## src/rtl/imem_loader.sv

```systemverilog
// Byte-stream program loader: takes a 16-bit little-endian word count followed by
// little-endian instruction bytes, writes the words to sequential addresses, and holds the core meanwhile.
module imem_loader #(
    parameter int DATA_WIDTH = 32,
    parameter int DEPTH      = 1024,
    parameter int ADDR_W     = $clog2(DEPTH)
) (
    input  logic                  clk,
    input  logic                  rst,
    input  logic                  start,
    input  logic [7:0]            s_data,
    input  logic                  s_valid,
    output logic                  s_ready,
    output logic                  mem_we,
    output logic [ADDR_W-1:0]     mem_addr,
    output logic [DATA_WIDTH-1:0] mem_wdata,
    output logic                  cpu_hold,
    output logic                  done,
    output logic                  error,
    output logic [15:0]           words_written
);

    // state | meaning
    // IDLE  | after reset, waiting for start
    // LEN0  | expecting length byte N[7:0]
    // LEN1  | expecting length byte N[15:8]; decides DONE / ERR / DATA
    // DATA  | assembling words from bytes, one write per completed word
    // FLUSH | last word's write strobe is out; input closed
    // DONE  | image loaded, core released
    // ERR   | length exceeded DEPTH, core held
    localparam logic [2:0] S_IDLE  = 3'd0;
    localparam logic [2:0] S_LEN0  = 3'd1;
    localparam logic [2:0] S_LEN1  = 3'd2;
    localparam logic [2:0] S_DATA  = 3'd3;
    localparam logic [2:0] S_FLUSH = 3'd4;
    localparam logic [2:0] S_DONE  = 3'd5;
    localparam logic [2:0] S_ERR   = 3'd6;

    localparam int BYTES  = DATA_WIDTH / 8;
    localparam int LANE_W = (BYTES > 1) ? $clog2(BYTES) : 1;
    localparam logic [LANE_W-1:0] LANE_LAST = LANE_W'(BYTES - 1);
    localparam logic [16:0] DEPTH_L = 17'(DEPTH);

    logic [2:0]            state;
    logic [7:0]            n_lo;
    logic [15:0]           n_len;
    logic [LANE_W-1:0]     lane;
    logic [DATA_WIDTH-1:0] shreg;

    logic                  accept;
    logic [15:0]           len_full;
    logic [DATA_WIDTH+7:0] cat;
    logic [DATA_WIDTH-1:0] word_next;
    logic                  last_word;

    assign s_ready  = (state == S_LEN0) || (state == S_LEN1) || (state == S_DATA);
    assign cpu_hold = (state != S_DONE);
    assign done     = (state == S_DONE);
    assign error    = (state == S_ERR);

    assign accept    = s_valid && s_ready;
    assign len_full  = {s_data, n_lo};
    // New byte enters at the top and shifts down, so the first byte ends in bits [7:0].
    assign cat       = {s_data, shreg};
    assign word_next = cat[DATA_WIDTH+7:8];
    assign last_word = (words_written == (n_len - 16'd1));

    always_ff @(posedge clk) begin
        if (rst) begin
            state         <= S_IDLE;
            n_lo          <= '0;
            n_len         <= '0;
            lane          <= '0;
            shreg         <= '0;
            mem_we        <= 1'b0;
            mem_addr      <= '0;
            mem_wdata     <= '0;
            words_written <= '0;
        end else begin
            mem_we <= 1'b0;
            case (state)
                S_IDLE, S_DONE, S_ERR: begin
                    if (start) begin
                        state         <= S_LEN0;
                        lane          <= '0;
                        shreg         <= '0;
                        mem_addr      <= '0;
                        words_written <= '0;
                    end
                end
                S_LEN0: begin
                    if (accept) begin
                        n_lo  <= s_data;
                        state <= S_LEN1;
                    end
                end
                S_LEN1: begin
                    if (accept) begin
                        n_len <= len_full;
                        if (len_full == 16'd0)
                            state <= S_DONE;
                        else if ({1'b0, len_full} > DEPTH_L)
                            state <= S_ERR;
                        else
                            state <= S_DATA;
                    end
                end
                S_DATA: begin
                    if (accept) begin
                        shreg <= word_next;
                        if (lane == LANE_LAST) begin
                            lane          <= '0;
                            mem_we        <= 1'b1;
                            mem_addr      <= words_written[ADDR_W-1:0];
                            mem_wdata     <= word_next;
                            words_written <= words_written + 16'd1;
                            if (last_word)
                                state <= S_FLUSH;
                        end else begin
                            lane <= lane + LANE_W'(1);
                        end
                    end
                end
                S_FLUSH: state <= S_DONE;
                default: state <= S_IDLE;
            endcase
        end
    end

endmodule

```

## config.mk

```make
export PLATFORM = sky130hd
export DESIGN_NAME = imem_loader
export DESIGN_NICKNAME = d
export VERILOG_FILES = /design/src/rtl/imem_loader.sv
export SDC_FILE = /design/constraint.sdc
export NUM_CORES = 1
export LEC_CHECK = 0
export CAP_MARGIN = 15
export CORE_MARGIN = 5
export CORE_UTILIZATION = 45
export CTS_CLUSTER_DIAMETER = 100
export DETAILED_ROUTE_END_ITERATION = 7
export PLACE_DENSITY = 0.75
export SLEW_MARGIN = 30
export SYNTH_ARGS = -nofsm -noshare
export SYNTH_HDL_FRONTEND = slang
export SYNTH_SLANG_ARGS = --single-unit
```

## constraint.sdc

```tcl
create_clock -name clk -period 2.8 [get_ports clk]
set_input_delay 0.42 -clock clk [delete_from_list [all_inputs] [get_ports clk]]
set_output_delay 0.42 -clock clk [all_outputs]
set_load 0.01 [all_outputs]
```

==> results.md <==
* Rows at 38
* Final cycle utilization of the critical path at 101%
* Area share of the largest cell type after synthesis at 46.0%
* Seq pwr share at about 48%
* XOR/XNOR share of the synthesized area at just over 6%
* Met2 wire length at roughly 6400 um
* Mapped Nets at roughly 630
* Synthesized area per cell at 7.93 um^2
* CTS tree: done
* RSZ-0062 raised after global routing: yes
* All-Layer GR Usage at 19.7%
* Final setup margin at -0.0164 ns
* Peak supply drop at between 400 and 500 uV
* Clock skew at ~0.013 ns
* Status: complete, but fails checks
* Iteration-0 DRC count of the detailed router at about 280
* Vias in the first global route at around 4400
* Setup Viol. Count Final at 3
* Root buf cell: clkbuf_8
* Hold Buf Count CTS at 0
* Mapped Area at around 4900 um^2
* Total power draw at between 3 and 4 mW
* Diodes inserted at 0
* CP startpoint kind: register
* # IOs at 75
* Commonest non-fill, non-tap cells in the layout: nand2_1, dfxtp_1, a21oi_1
* Number of flops mapped to enable cells by yosys at 0
* Routed wire length on met3 at roughly 500 um
* Switching Share at 33.3%
* Synth area leader: dfxtp_1
* Clk pin slew, worst setup/hold paths at ~0.11 ns
* Final core utilization at 57.4%
* CTS Sinks at around 110
* TNS Setup at -0.0258 ns
* Initial antenna violation count at 0
* # Max-Cap Violations at 0
* H-tree depth at 3
* Vias at 4396
* Internal cell power at 2.48 mW
* Hold Crit Class: register to register
* CP max stage cell: or4b_4
* Die Y at 114 um
* Commonest non-fill, non-tap cell in the layout: nand2_1
* TritonCTS Buffers at 9
* Critical path arrival at approximately 3.1 ns
* Largest family of logic cells by synthesized area: simple AND/OR/NAND/NOR gates
* Cell count after synthesis at approximately 600
* DRT Pass-1 Iters at 5
* Share of cells above drive strength 1 at roughly 10%
* Rel. slew slack at 56.8%
* Async set-reset flop share out of synthesis at 0%
* Nets at ~700
* Largest net degree at the start of global routing at 38
* WP data required at 3.11 ns
* Hold Violations, Final at 0
* Crit-path cells: or4_4 > or3_4 > a221oi_4 > nand4_1 > or4b_4 > a21boi_4 > buf_12 > mux2i_1
* Dpl hpwl at between 8000 and 9000 um
* DR vias/cell at 5.28
* DP Worst Slack at -0.110 ns
* Drt drc at 0
* Tmin final at around 2.8 ns
* WS Path Type: register to register
* Fmax at roughly 360 MHz
* Non-filler cells in the finished layout at around 830
* Area fraction in compound gates after synthesis at between 10% and 20%
* Synth Register Bits at about 110
* Top FF cell, synth: dfxtp_1
* Top Layer Used: met4
* Die W at 114 um
* Final slew viol count at 0
* Clk_lat worst skew at between 0.3 and 0.4 ns
* GPL Wtd Cong at ~0.91
* CTS Buffer Depth at 2
* Die ar. at 13000 um^2
* Gate power share at between 20% and 30%
* Simple-Gate Fraction of Synth Area at between 20% and 30%
* Grt total ovfl at 0
* Delay-heaviest family, CP: simple AND/OR/NAND/NOR gates
* Multiplexer share of the synthesized area at 1.88%
* Yosys warns at 0
* Clk network pwr share at between 20 and 30%
* Placed cells at a little over 800
* Yosys cell types at 51
* # port buffers at 74
* Pwr/cell area at roughly 600 nW/um^2
* First-pass GRT wire length at ~21000 um
* Initial Utilization at 45.3%
* P&R area growth vs syn at 26.7%
* Buffers & Inverters on Critical Path at 1
* Leakage at ~2.1 nW
* Slew @ Worst Pin at between 0.6 and 0.7 ns
* Register area share after synthesis at ~46%
* Synth Area in Adders at less than 1%
* Routed wire length at around 13000 um
* Routed WL per cell at between 15 and 20 um
* Ranking of synthesized cells by area: dfxtp_1, nand2_1, a21oi_1
* M1 WL at between 5000 and 6000 um
* Antenna-violating nets left at 0
* Critical Path Max Stage Delay at just under 0.6 ns
* Max Fanout on Critical Path at 8
* Core area at about 11000 um^2
* Setup crit end kind: register
* Failing checks: negative setup slack
* Switch Pwr at ~1.2 mW
-- registers in the layout, indices dropped and copies added (netlist names) --
name           flops
lane               2
mem_addr          10
mem_wdata         32
mem_we             1
n_len             16
n_lo               8
shreg             24
state              3
words_written     16
-- repair_timing --
item	4_1_cts	5_1_grt
resized for setup	12	7
gates cloned	0	0
buffers inserted	0	1
setup endpoints to repair	9	10
pin swaps	4	0
-- worst reg2reg max path, delay by kind of cell (launching register included) --
kind,cells,cell delay (ns)
compound gates,2,0.41
buf+inv,1,0.15
flops,1,0.36
mux,1,0.19
simple gates,4,1.63
-- final timing paths --
path,cells past startpoint,startpoint,slack (ns),end
worst max-delay path,8,n_len[0]$_SDFFE_PP0P_,-0.02,n_lo[3]$_SDFFE_PP0P_
worst min-delay path,2,mem_wdata[7]$_SDFFE_PP0P_,0.46,mem_wdata[7]$_SDFFE_PP0P_
worst max register to register,8,n_len[0]$_SDFFE_PP0P_,-0.02,n_lo[3]$_SDFFE_PP0P_
worst min register to register,2,mem_wdata[7]$_SDFFE_PP0P_,0.46,mem_wdata[7]$_SDFFE_PP0P_
-- logic make-up (layout without fill, tap and decap cells) --
group | Yosys count | in the layout
AOI/OAI and AO/OA | 120 | 120
and+or+nand+nor | 285 | 285
DFF | 112 | 112
xor gates and xnor gates | 34 | 34
buffers and inverters | 51 | 130
muxes | 9 | 9
adders and majority gates | 3 | 3
-- cell type report --
class	count	area [um^2]
clock buffer	9	124
sequential	112	2250
timing repair buffer	105	993
tap	140	175
fill	996	4580
inverter	9	33.8
clock inverter	7	83.8
multi-input combinational	451	2510
-- metal layers --
| metal | GRT usage [%] | vias up |
|---|---|---|
| met1 | 24.3 | 2079 |
| li1 | - | 2202 |
| met3 | 4.19 | 22 |
| met4 | 6.41 | 0 |
| met5 | 0 | - |
| met2 | 34.2 | 93 |
-- Yosys cell counts (all sizes together) (4+ instances only) --
cell type / number
mux2i: 8
nor2: 40
nand3: 12
o21ai: 6
xnor2: 19
nand2: 158
a22oi: 11
nor4: 5
nor3b: 5
nand2b: 21
buf: 4
o31ai: 5
nor3: 12
and3: 4
xor2: 15
nand4: 5
a21oi: 79
inv: 9
clkbuf: 38
dfxtp: 112
-- through the flow --
step,cell area (um^2),hold slack (ns)
after floorplan,4870,0.432
final,6170,0.461
after CTS,6120,0.462
after global routing,6170,0.486
after detailed placement,5860,0.447
after global placement,5860,0.442
-- power groups by stage --
stage / Combinational, mW / Clock, mW / Sequential (mW)
2_1_floorplan: 0.654 / 0 / 1.77
3_3_place_gp: 0.860 / 0 / 1.80
3_5_place_dp: 0.884 / 0 / 1.81
4_1_cts: 0.903 / 1.04 / 1.77
5_1_grt: 1.03 / 1.10 / 1.79
6_report: 0.931 / 1.01 / 1.77
No activity file was read; power rests on OpenSTA's default activity.
